`src/rtl/acq_fifo.sv`:
```
// Parametrised acquisition sample FIFO with fill level, thresholds,
// sticky error flags, synchronous flush and optional FWFT read mode.
module acq_fifo #(
  parameter int DATA_W = 24,
  parameter int ADDR_W = 5,
  parameter bit FWFT   = 1'b0
) (
  input  logic              clk,
  input  logic              rst_a,
  input  logic              clr,
  input  logic              wr_en,
  input  logic [DATA_W-1:0] data_in,
  input  logic              rd_en,
  output logic [DATA_W-1:0] data_out,
  output logic              valid,
  output logic              full,
  output logic              empty,
  output logic              almost_full,
  output logic              almost_empty,
  output logic [ADDR_W:0]   level,
  input  logic [ADDR_W:0]   af_thresh,
  input  logic [ADDR_W:0]   ae_thresh,
  output logic              overflow,
  output logic              underflow,
  input  logic              err_clr
);

  localparam int DEPTH = 1 << ADDR_W;
  localparam logic [ADDR_W:0] L_DEPTH = (ADDR_W+1)'(DEPTH);

  logic [DATA_W-1:0] r_mem [DEPTH];
  logic [ADDR_W-1:0] r_wr_ptr;
  logic [ADDR_W-1:0] r_rd_ptr;
  logic [ADDR_W:0]   r_level;
  logic              r_ovf;
  logic              r_udf;
  logic              w_wa;
  logic              w_ra;
  logic              w_ovf_set;
  logic              w_udf_set;

  assign full         = (r_level == L_DEPTH);
  assign empty        = (r_level == '0);
  assign almost_full  = (r_level >= af_thresh);
  assign almost_empty = (r_level <= ae_thresh);
  assign level        = r_level;
  assign overflow     = r_ovf;
  assign underflow    = r_udf;

  // Flush masks both requests, so it also suppresses error flagging.
  assign w_wa      = wr_en & ~full & ~clr;
  assign w_ra      = rd_en & ~empty & ~clr;
  assign w_ovf_set = wr_en & full & ~clr;
  assign w_udf_set = rd_en & empty & ~clr;

  always_ff @(posedge clk) begin
    if (w_wa) r_mem[r_wr_ptr] <= data_in;
  end

  always_ff @(posedge clk or posedge rst_a) begin
    if (rst_a) begin
      r_wr_ptr <= '0;
      r_rd_ptr <= '0;
      r_level  <= '0;
      r_ovf    <= 1'b0;
      r_udf    <= 1'b0;
    end else begin
      if (clr) begin
        r_wr_ptr <= '0;
        r_rd_ptr <= '0;
        r_level  <= '0;
      end else begin
        if (w_wa) r_wr_ptr <= r_wr_ptr + 1'b1;
        if (w_ra) r_rd_ptr <= r_rd_ptr + 1'b1;
        if (w_wa & ~w_ra) r_level <= r_level + 1'b1;
        else if (w_ra & ~w_wa) r_level <= r_level - 1'b1;
      end
      if (w_ovf_set) r_ovf <= 1'b1;
      else if (err_clr) r_ovf <= 1'b0;
      if (w_udf_set) r_udf <= 1'b1;
      else if (err_clr) r_udf <= 1'b0;
    end
  end

  if (FWFT) begin : g_fwft
    assign data_out = empty ? '0 : r_mem[r_rd_ptr];
    assign valid    = ~empty;
  end else begin : g_reg
    logic [DATA_W-1:0] r_dout;
    logic              r_valid;

    always_ff @(posedge clk or posedge rst_a) begin
      if (rst_a) begin
        r_dout  <= '0;
        r_valid <= 1'b0;
      end else begin
        r_valid <= w_ra;
        if (w_ra) r_dout <= r_mem[r_rd_ptr];
      end
    end

    assign data_out = r_dout;
    assign valid    = r_valid;
  end

endmodule
```
`config.mk`:
```
export PLATFORM = sky130hd
export DESIGN_NAME = acq_fifo
export DESIGN_NICKNAME = d
export VERILOG_FILES = /design/src/rtl/acq_fifo.sv
export SDC_FILE = /design/constraint.sdc
export NUM_CORES = 1
export LEC_CHECK = 0
export ABC_AREA = 1
export BUFFER_PORTS_ARGS = -buffer_cell sky130_fd_sc_hd__buf_2
export CAP_MARGIN = 20
export CORE_MARGIN = 10
export CORE_UTILIZATION = 35
export DETAILED_ROUTE_END_ITERATION = 10
export PLACE_DENSITY_LB_ADDON = 0.12
export SYNTH_ARGS = -nofsm -noshare
export SYNTH_HDL_FRONTEND = slang
export SYNTH_SLANG_ARGS = --single-unit
```
`constraint.sdc`:
```
create_clock -name clk -period 3.7 [get_ports clk]
set_input_delay 0.74 -clock clk [delete_from_list [all_inputs] [get_ports clk]]
set_output_delay 0.74 -clock clk [all_outputs]
set_load 0.05 [all_outputs]
```
Yosys cells after proc, flatten, opt, wreduce, memory -nomap -nowiden
Memories as Yosys holds them, arrays and structs flattened. A register that Yosys moved wholly into a read port is not among the register bits.
Cells that the tools add are included.

storage, ports and cells
  flip-flop bits (word level) = 19
  bits in writable memories = 768
  output and inout bits = 37
  logic and storage cells = 47
  memories kept = 1

operators by class
  $add $sub $neg = 4
  order comparisons = 2
  equality and inequality tests = 1
  mux-type cells = 12
  bitwise gates (word level) = 15
  reduce and logical (&&, ||, !) cells = 6

memories
  name   words  width  read ports  clocked after memory_dff  wr ports  RTL line  source
  r_mem  32     24     1           1                         1         31        logic [DATA_W-1:0] r_mem [DEPTH];

operators with widths
  kind                                               number
  2-to-1 mux 5 bit                                   4
  2-to-1 mux 6 bit                                   3
  adder 5 x 1 -> 5 bit (second input constant)       2
  AND 1 bit                                          10
  nonzero test 2 bit                                 4
  adder 6 x 1 -> 6 bit (second input constant)       1
  == test 6 bit (second input constant)              1
  >= comparator 6 bit                                1
  <= comparator 6 bit                                1
  logical NOT 6 bit                                  1
  subtractor 6 x 1 -> 6 bit (second input constant)  1
  2-to-1 mux 1 bit                                   5
  NOT 1 bit                                          5
  nonzero test 3 bit                                 1

Logic depth before layout (Yosys ltp)
Gate-level depths: netlist (run 1).

  depth in word-level cells = 9
  mapped depth = 12
  depth with buffers taken out = 12

Worst setup path before layout (run 1)
No wires, ideal clock.

  path type = register -> output
  from = register r_level[0] (netlist: level[0])
  to = output almost_empty
  arrival = 2.361 ns
  data required time = 2.960 ns
  slack = 0.599 ns
  stages on the path, launching flop included = 5
  buffers on the path = 0
  cell sequence = dfrtp_1 > inv_1 > ha_1 > nand4_1 > o21ai_0

on the way
  word-level cells in the longest chain between the ends = 1

ends and longest elaborated chain
  element                 RTL line  source
  start, declared         34        logic [ADDR_W:0] r_level;
  start signal, assigned  75        if (w_wa & ~w_ra) r_level <= r_level + 1'b1;
  start signal, assigned  76        else if (w_ra & ~w_wa) r_level <= r_level - 1'b1;
  <= comparator 6 bit     45        assign almost_empty = (r_level <= ae_thresh);
  end, declared           19        output logic almost_empty,

No other way between the ends.

Worst setup path after layout (run 1)
  from = register r_level[3] (netlist: level[3])
  to = output almost_empty

The elaborated chain is that of the path after synthesis.

==> reports/metrics.yaml, run 1 <==
postCtsSetupRepairBufs: 0
final_core_util_pct: 40.7
first_pass_iters: 6
use_met1_pct: 26.9
drc: 0
root_buffer: "clkbuf_16"
criticalPathCategory: "register to output pin"
fin_crit_sh_pct: 79.7
hold_class: "input port to register"
io-pin-count: 79
pwr_density_cell_nw_per_um2: 644
r2r-start: "level[4]$_DFFE_PP0P_"
start_kind: "register"
seq_area_frac_synth_pct: 72.2
required_ns: 2.96
whs_path_depth: 2
crit_chain: "ha_1 > nand2_1 > inv_1 > o21ai_0 > o211ai_1 > o21ai_0 > buf_2"
die_area_um2: 108000
start_util_pct: 35.2
grt_overflow: 0
rsz0062_at_grt: "false"
syn_inst: 2850
grt_max_degree: 167
ant_nets: 0
nets: 3003
synth_flop_cell: "edfxtp_1"
ys_ff_latch: 811
cp_slowest_cell: "dfrtp_1"
worst_clock_skew_ns: 0.0288
relSlewSlack_pct: 35.0
yosysWarningCount: 0
cp-end-kind: "output pin"
rrSetupSlack_ns: 1.04
vias: 22100
netlist_area_um2: 33400
numClockSinks: 811
critical-path-max-stage-delay_ns: 0.47
grt_use_met3_pct: 2.88
die_h_um: 329
reg2regPathDepth: 8
path_common_cell: "o21ai_0"
crit_start: "level[3]$_DFFE_PP0P_"
min_from: "err_clr"
dp_hpwl_mm: 59.1
worst-slew-pin-transition_ns: 0.975
drv_cap: 0
fin_tns_setup_ns: 0
num_rows: 113
routed_wl_mm: 101
ir_drop_v: 0.000552
synth_area_per_cell_um2: 11.7
final-setup-viol-count: 0
async_flop_share_pct: 5.30
nFillCells: 8969
htree_levels: 3
numPortBuffers: 78
busiest_layer: "met2"
path_max_fanout: 6
synth_top_area_cell: "edfxtp_1"
initialDrtViolationCount: 2136
fmax_ghz: 0.339
synth_top_area_share_pct: 69.0
post-route-min-period_ns: 2.95
drive_gt1_share_pct: 11.6
p_leak_nw: 14.1
clk_path_buf_depth: 3
track_usage_pct: 18.4
viasPerCell: 5.15
synth_area_leaders: "edfxtp_1 (69%), nand2_1 (12%), nand3_1 (9.9%)"
synth_common_cells: "nand2_1 (1,048), edfxtp_1 (768), nand3_1 (664)"
cts.clk_slew.worst_paths_ns: 0.06
grt_pass1_vias: 21400
coreArea_um2: 94900
met2_usage_pct: 28.0
finalHoldViolCount: 0
grt_pass1_wl_mm: 149
status: "completed"
numCtsBuffers: 91
post_drt_wl_per_cell_um: 23.6
gp_congestion: 0.824
fp.dieW_um: 329
synth_edf_count: 768
antenna_found_initial: 4
synthesis.nets: 2914
worst_skew_pair.late_latency_ns: 0.66
cp.arrival_ns: 2.21
synthDistinctLibCells: 34
yosysMostFrequentCell: "nand2_1"
slew_violations: 0
syn_to_final_growth_pct: 15.4
cts_tree: "done"
==> layout make-up <==
cell class,instances,area (um2),share of cell area [%]
Clock buffer,106,2410,6.24
Sequential cell,811,24200,62.6
Antenna cell,2,5.00,0.0130
Clock inverter,65,677,1.75
Inverter,43,181,0.470
Timing Repair Buffer,165,1330,3.46
Tap cell,1265,1580,4.10
Multi-Input combinational cell,1827,8250,21.4
==> what timing repair did <==
| item | CTS | global route |
|---|---|---|
| gates resized for setup | 0 | 0 |
| endpoints found under the hold margin | 0 | 7 |
| hold buffers | 0 | 1 |
==> layer usage <==
| metal | part of all wire (%) | up-vias | wire (um) |
|---|---|---|---|
| met5 | 0.012 | - | 12 |
| met3 | 5.7 | 141 | 5720 |
| met2 | 45 | 670 | 45100 |
| li1 | - | 10200 | - |
| met1 | 47 | 11100 | 47500 |
| met4 | 2.7 | 2 | 2700 |
==> worst max-delay path, delay by kind of cell (launching register included) <==
family / cells / cell delay [ns]
flops: 1 / 0.47
fa+ha+maj: 1 / 0.37
compound gates: 3 / 0.32
buf+inv: 2 / 0.32
simple gates: 1 / 0.08
==> cells in the final DEF (no fill, tap or decap), types with 3 or more instances in the layout <==
cell           n
xnor2_1        3
inv_6          5
nand3_1      664
ha_1          21
o21ai_0       15
o21ai_1        4
dfrtp_1       39
a21oi_1        9
dfrtp_4        3
buf_12        23
clkbuf_1      10
clkinvlp_4     6
clkbuf_8       3
bufinv_16     13
buf_2         78
clkbuf_16     93
edfxtp_1     768
clkinv_1      26
nor2_1         9
nand4_1        4
nand2_1     1048
nor3_1         4
inv_1         35
nor2_4        33
clkinv_2      14
buf_4         63
inv_2          4
==> worst paths after layout <==
check / endpoint
worst max register to register: r_mem[5][14]$_DFFE_PP_
min in group asynchronous: level[4]$_DFFE_PP0P_
max in group asynchronous: data_out[6]$_DFFE_PP0P_
worst min-delay path: overflow$_DFFE_PP0P_
worst max-delay path: almost_empty
worst min register to register: data_out[17]$_DFFE_PP0P_
==> where the power goes <==
group	switching [mW]	leakage (nW)	internal, mW
Clock	3.73	1.50	5.57
Sequential	0.189	7.45	10.3
Combinational	3.76	5.15	1.33
==> logic make-up (layout without fill, tap and decap cells) <==
logic type                 after synthesis  in the layout  share of synthesized area (%)
AOI/OAI and AO/OA                       34             34                          0.550
xor gates and xnor gates                 4              4                          0.105
adders and majority gates               22             22                          0.846
buffers and inverters                  212            379                           3.85
DFF                                    811            811                           72.2
other                                    0              2                              0
and+or+nand+nor                       1767           1767                           22.5
==> per-stage QoR <==
step	power [mW]	instance area (um2)	setup slack [ns]	std cells	hold WS, ns
after floorplan	14.1	33400	0.599	2850	0.558
after global placement	15.7	35500	0.636	4109	0.463
after detailed placement	15.8	35500	0.630	4109	0.463
after CTS	25.1	38600	0.694	4280	0.255
after global routing	25.9	38600	0.594	4282	0.283
final	24.8	38600	0.752	4284	0.303
==> state kept, by name, indices dropped and copies added, names as in the netlist <==
register,count
data_out,24
r_mem,768
underflow,1
level,6
r_wr_ptr,5
valid,1
r_rd_ptr,5
overflow,1
No activity file was read; power rests on OpenSTA's default activity.
==> run 2, diff against run 1 <==
- clock period: 3.7 -> 2.9 ns (I/O delays scaled with it)
==> run 2 against run 1 <==
Against the previous run: final cell count grew 0.42%; via count shrank 0.35%; sequential share of layout area fell by 0.28 points; utilization rose by 0.18 points; clock power rose by 24%; critical endpoint unchanged; count of clock-buffer cells in the layout up 14; hold slack got worse by 0.15 ns; flip-flop and latch count did not move; setup slack lost 0.57 ns; power rose by 25%; global-route usage is 0.23 points higher; die area did not move.
==> reports/metrics.yaml, run 2 (synthesis results as in run 1) <==
start_util_pct: 35.2  # unchanged
required_ns: 2.32  # -0.64 ns
drc: 0  # unchanged
htree_levels: 3  # unchanged
path_buf_inv: 2  # unchanged
clk_path_buf_depth: 3  # unchanged
place_inst: 4135  # +0.63%
largest-register: "r_mem"
cp_slowest_cell: "dfrtp_1"
crit_chain: "ha_1 > nand2_1 > inv_1 > o21ai_0 > o211ai_1 > o21ai_1 > buf_2"
routed_wl_mm: 102  # +1.1%
start_kind: "register"
coreArea_um2: 94900  # unchanged
final_cell_mix: "nand2_1 (1,048), edfxtp_1 (768), nand3_1 (664)"
pwr_density_cell_nw_per_um2: 803  # +25%
rsz0062_at_grt: "false"
numClockSinks: 811  # unchanged
grt_pass1_vias: 21800  # +1.9%
worst-slew-pin-transition_ns: 0.906  # -0.0690 ns
cp.arrival_ns: 2.14  # -0.07 ns
final-setup-viol-count: 0  # unchanged
post-route-min-period_ns: 2.72
first_pass_iters: 5  # -1
slew_violations: 0  # unchanged
drv_cap: 0  # unchanged
numPortBuffers: 78  # unchanged
io-pin-count: 79  # unchanged
ant_nets: 0  # unchanged
initialDrtViolationCount: 1871  # -12%
grt_overflow: 0  # unchanged
fin_tns_setup_ns: 0  # unchanged
status: "completed"
gp_congestion: 0.790  # -4.2%
numCtsBuffers: 91  # unchanged
critical-path-top-delay-family: "flip-flops"
path_max_fanout: 6  # unchanged
root_buffer: "clkbuf_16"
layout_commonest_cell: "nand2_1"
post_drt_wl_per_cell_um: 23.7  # +0.67%
place_area_um2: 35800  # +0.80%
p_total_mw: 31.1  # +25%
ir_drop_v: 0.000471  # -15%
critical-path-max-stage-delay_ns: 0.46  # about the same
largest_register_ffs: 768  # unchanged
grt_pass1_wl_mm: 150  # +0.95%
dp_hpwl_mm: 58.4  # -1.1%
hold_class: "input port to register"
drive_gt1_share_pct: 12.1  # +0.52 points
syn_to_final_growth_pct: 15.9
fin_crit_sh_pct: 93.8
cts.clk_slew.worst_paths_ns: 0.06  # about the same
track_usage_pct: 18.6  # +0.23 points
antenna_found_initial: 8  # +4
insertedDiodeCount: 0  # -2
fin_cells: 4302  # +0.42%
grt_max_degree: 151  # -9.6%
final_core_util_pct: 40.9  # +0.18 points
num_rows: 113  # unchanged
die_area_um2: 108000  # unchanged
worst_clock_skew_ns: 0.0430  # +0.0142 ns
rrSetupSlack_ns: 0.39  # -0.65 ns
worst_skew_pair.late_latency_ns: 0.66  # about the same
nets: 3028  # +0.83%
relSlewSlack_pct: 39.6  # +4.6 points
fmax_ghz: 0.368
finalHoldViolCount: 0  # unchanged
cts_tree: "done"
die_h_um: 329  # unchanged
fp.dieW_um: 329  # unchanged
p_leak_nw: 14.2  # +0.87%
criticalPathCategory: "register to output pin"
postCtsSetupRepairBufs: 0  # unchanged
viasPerCell: 5.11  # -0.77%
vias: 22000  # -0.35%
stdcell_area_um2: 38800  # +0.45%
cp-end-kind: "output pin"
-- run 2: cell count changes in the layout (fill, tap and decap cells not counted), sizes merged --
cell / previous run / this run
clkinv: 42 / 36
bufinv: 13 / 9
inv: 47 / 42
diode: 2 / 0
clkinvlp: 6 / 2
buf: 164 / 189
clkbuf: 106 / 120
-- run 2: timing repair --
| action | in CTS | in global routing |
|---|---|---|
| setup endpoints to repair | 0 | 0 |
| resized for setup | 0 | 0 |
| endpoints found under the hold margin | 10 | 0 |
| hold buffers | 1 | 0 |
-- run 2: final cells by class --
type | count | area, um2
sequential | 811 | 24200
fill | 8941 | 56100
inverter | 43 | 181
timing repair buffer | 190 | 1600
clock buffer | 120 | 2480
multi-input combinational | 1827 | 8250
clock inverter | 46 | 522
tap | 1265 | 1580
-- run 2: metrics by stage --
step	hold WS (ns)	setup slack, ns
after global routing	0.147	0.0292
final	0.158	0.181
after detailed placement	0.466	0.264
after global placement	0.462	0.239
after floorplan	0.558	0.0444
after CTS	0.125	0.133
-- run 2: layer usage --
layer	global-route usage [%]	up-vias	wire length, um
met3	2.85	130	5680
met1	26.9	11000	47600
met2	29.1	641	46500
li1	-	10200	-
met4	4.87	4	2270
met5	0	-	24
-- run 2: power by group --
group | switching, mW | internal, mW | leakage [nW]
registers | 0.232 | 13.1 | 7.45
logic | 4.57 | 1.72 | 5.31
clock network | 4.68 | 6.83 | 1.46
total | 9.49 | 21.6 | 14.2
-- run 2: path summary, 6_finish.rpt --
check	from	to	depth (start not counted)
max reg2reg	level[4]$_DFFE_PP0P_	r_mem[16][13]$_DFFE_PP_	8
min reg2reg	data_out[19]$_DFFE_PP0P_	data_out[19]$_DFFE_PP0P_	2
min	err_clr	underflow$_DFFE_PP0P_	2
max in group asynchronous	rst_a	r_rd_ptr[3]$_DFFE_PP0P_	4
max	level[3]$_DFFE_PP0P_	almost_empty	7
min in group asynchronous	rst_a	underflow$_DFFE_PP0P_	3
-- run 2: worst reg2reg max path: cells and delay by family, from the launching register on --
family                 cells  cell delay (ns)
buffers and inverters      4             0.95
and+or+nand+nor            4             0.75
DFF                        1             0.48
==> run 3, diff against run 2 <==
- CELL_PAD_IN_SITES_DETAIL_PLACEMENT: default -> 0
- CELL_PAD_IN_SITES_GLOBAL_PLACEMENT: default -> 2
==> run 3 against run 2 <==
Against the previous run: maximum frequency fell by 1.1%; flip-flop and latch count did not move; combinational power rose by 3%; final cell count fell by 0.12%; design area barely moved; global-route usage fell by 0.39 points; wire length fell by 2.2%; non-clock buffer count fell by 7; setup slack got worse by 0.030 ns; critical path type unchanged; highest routed layer unchanged.
==> reports/metrics.yaml, run 3 (synthesis results as in run 1) <==
fin_crit_sh_pct: 94.8  # +1.0 points
cts_tree: "done"
ir_drop_v: 0.000598  # +27%
first_pass_iters: 5  # unchanged
p_clk_share_pct: 37.0  # about the same
grt_max_degree: 113  # -25%
critical-path-top-delay-family: "flip-flops"
htree_levels: 3  # unchanged
finalHoldViolCount: 0  # unchanged
p_switching_mw: 9.77  # +3.0%
cp.arrival_ns: 2.17  # +0.03 ns
largest_register_ffs: 768  # unchanged
numClockSinks: 811  # unchanged
nFillCells: 8975  # +0.38%
final-setup-viol-count: 0  # unchanged
die_h_um: 329  # unchanged
fin_tns_setup_ns: 0  # unchanged
criticalPathCategory: "register to output pin"
rsz0062_at_grt: "false"
dp_hpwl_mm: 59.7  # +2.2%
cts.clk_slew.worst_paths_ns: 0.06  # about the same
initialDrtViolationCount: 1512  # -19%
p_comb_share_pct: 20.5  # +0.3 points
worst_skew_pair.late_latency_ns: 0.66  # about the same
required_ns: 2.32  # about the same
min_from: "err_clr"
final_core_util_pct: 40.8  # about the same
largest-register: "r_mem"
ant_nets: 0  # unchanged
numCtsBuffers: 91  # unchanged
num_rows: 113  # unchanged
stdcell_area_um2: 38700  # about the same
reg2regPathDepth: 10  # +2
critical-path-max-stage-delay_ns: 0.47  # about the same
fmax_ghz: 0.364  # -1.1%
r2r_end: "level[5]$_DFFE_PP0P_"
routed_wl_mm: 99.8  # -2.2%
vias: 21600  # -1.6%
die_area_um2: 108000  # unchanged
relSlewSlack_pct: 36.5  # -3.1 points
numPortBuffers: 78  # unchanged
coreArea_um2: 94900  # unchanged
p_seq_share_pct: 42.5  # -0.3 points
start_kind: "register"
worst_clock_skew_ns: 0.0224  # -0.0206 ns
p_int_mw: 21.9  # +0.96%
slew_violations: 0  # unchanged
setup_slack_ns: 0.151  # -0.0299 ns
hold_slack_ns: 0.135  # -0.0234 ns
post-route-min-period_ns: 2.75  # +0.0299 ns
p_leak_nw: 14.2  # about the same
grt_pass1_wl_mm: 147  # -1.8%
nets: 3021  # -0.23%
track_usage_pct: 18.3  # -0.39 points
place_area_um2: 35700  # -0.11%
gp_congestion: 0.793  # +0.43%
grt_pass1_vias: 21400  # -2.0%
drive_gt1_share_pct: 11.9  # -0.14 points
layout_commonest_cell: "nand2_1"
fp.dieW_um: 329  # unchanged
postCtsSetupRepairBufs: 0  # unchanged
viasPerCell: 5.04  # -1.5%
insertedDiodeCount: 0  # unchanged
grt_overflow: 0  # unchanged
pwr_density_cell_nw_per_um2: 816  # +1.6%
path_buf_inv: 2  # unchanged
final_cell_mix: "nand2_1 (1,048), edfxtp_1 (768), nand3_1 (664)"
netSwitchingFraction_pct: 30.9  # +0.43 points
status: "completed"
start_util_pct: 35.2  # unchanged
drc: 0  # unchanged
dpl_worst_slack_ns: 0.445  # +0.181 ns
io-pin-count: 79  # unchanged
r2r-start: "level[1]$_DFFE_PP0P_"
clk_path_buf_depth: 3  # unchanged
whs_path_depth: 2  # unchanged
drv_cap: 0  # unchanged
path_max_fanout: 6  # unchanged
hold_class: "input port to register"
rrSetupSlack_ns: 0.52  # +0.13 ns
post_drt_wl_per_cell_um: 23.2  # -2.1%
syn_to_final_growth_pct: 15.9  # about the same
cp-end-kind: "output pin"
antenna_found_initial: 5  # -3
crit_chain: "ha_1 > nand2_1 > inv_1 > o21ai_0 > o211ai_1 > o21ai_1 > clkbuf_4"
root_buffer: "clkbuf_16"
worst-slew-pin-transition_ns: 0.947  # +0.0413 ns
hold_end: "overflow$_DFFE_PP0P_"
cp_slowest_cell: "dfrtp_2"
==> run 3: worst register-to-register path: cells and delay by family, from the launching register on <==
| family | cells | cell delay [ns] |
|---|---|---|
| AND/OR/NAND/NOR | 6 | 0.99 |
| flip-flops | 1 | 0.48 |
| adder cells (fa/ha/maj) | 1 | 0.34 |
| AO/OA/AOI/OAI | 3 | 0.46 |
==> run 3: cell type report <==
type / count / area (um2) / area share (%)
repair buffers: 183 / 1560 / 4.02
clock inverters: 55 / 591 / 1.52
well taps: 1265 / 1580 / 4.08
clock buffers: 113 / 2430 / 6.28
multi-input cells: 1827 / 8250 / 21.3
inverters: 43 / 181 / 0.468
flip-flops and latches: 811 / 24200 / 62.3
==> run 3: power groups by stage <==
stage	registers, mW	logic [mW]	clock network [mW]
after global routing	13.5	7.22	12.5
after CTS	13.4	6.66	12.0
final	13.4	6.49	11.7
after detailed placement	13.7	6.63	0
after floorplan	14.2	3.87	0
after global placement	13.7	6.62	0
==> run 3: routing by layer <==
layer / wire (um) / part of all wire (%) / global-route usage, % / up-vias
li1: - / - / - / 10200
met4: 1830 / 1.8 / 4.13 / 6
met3: 4410 / 4.4 / 2.97 / 136
met5: 41 / 0.041 / 0 / -
met1: 43600 / 44 / 24.0 / 10800
met2: 49900 / 50 / 31.5 / 483
==> run 3: worst max path at each step <==
| stage | start | slack, ns | cells after the start | to |
|---|---|---|---|---|
| 2_1_floorplan | level[4]$_DFFE_PP0P_ | 0.04 | 6 | r_mem[0][0]$_DFFE_PP_ |
| 3_3_place_gp | ae_thresh[3] | 0.48 | 9 | almost_empty |
| 3_5_place_dp | clr | 0.44 | 10 | r_mem[9][7]$_DFFE_PP_ |
| 4_1_cts | level[3]$_DFFE_PP0P_ | 0.02 | 7 | almost_empty |
| 5_1_grt | level[3]$_DFFE_PP0P_ | 0.007 | 7 | almost_empty |
| 6_report | level[3]$_DFFE_PP0P_ | 0.15 | 7 | almost_empty |
==> run 3: repair_timing <==
item,4_1_cts,5_1_grt
gates resized for setup,0,2
hold buffers,1,0
endpoints found under the setup margin,0,1
endpoints found under the hold margin,17,0
==> run 3: stage by stage <==
stage	std cells	power, mW
floorplan	2850	18.0
global placement	4128	20.3
detailed placement	4128	20.3
CTS	4297	32.1
global route	4297	33.1
finish	4297	31.6
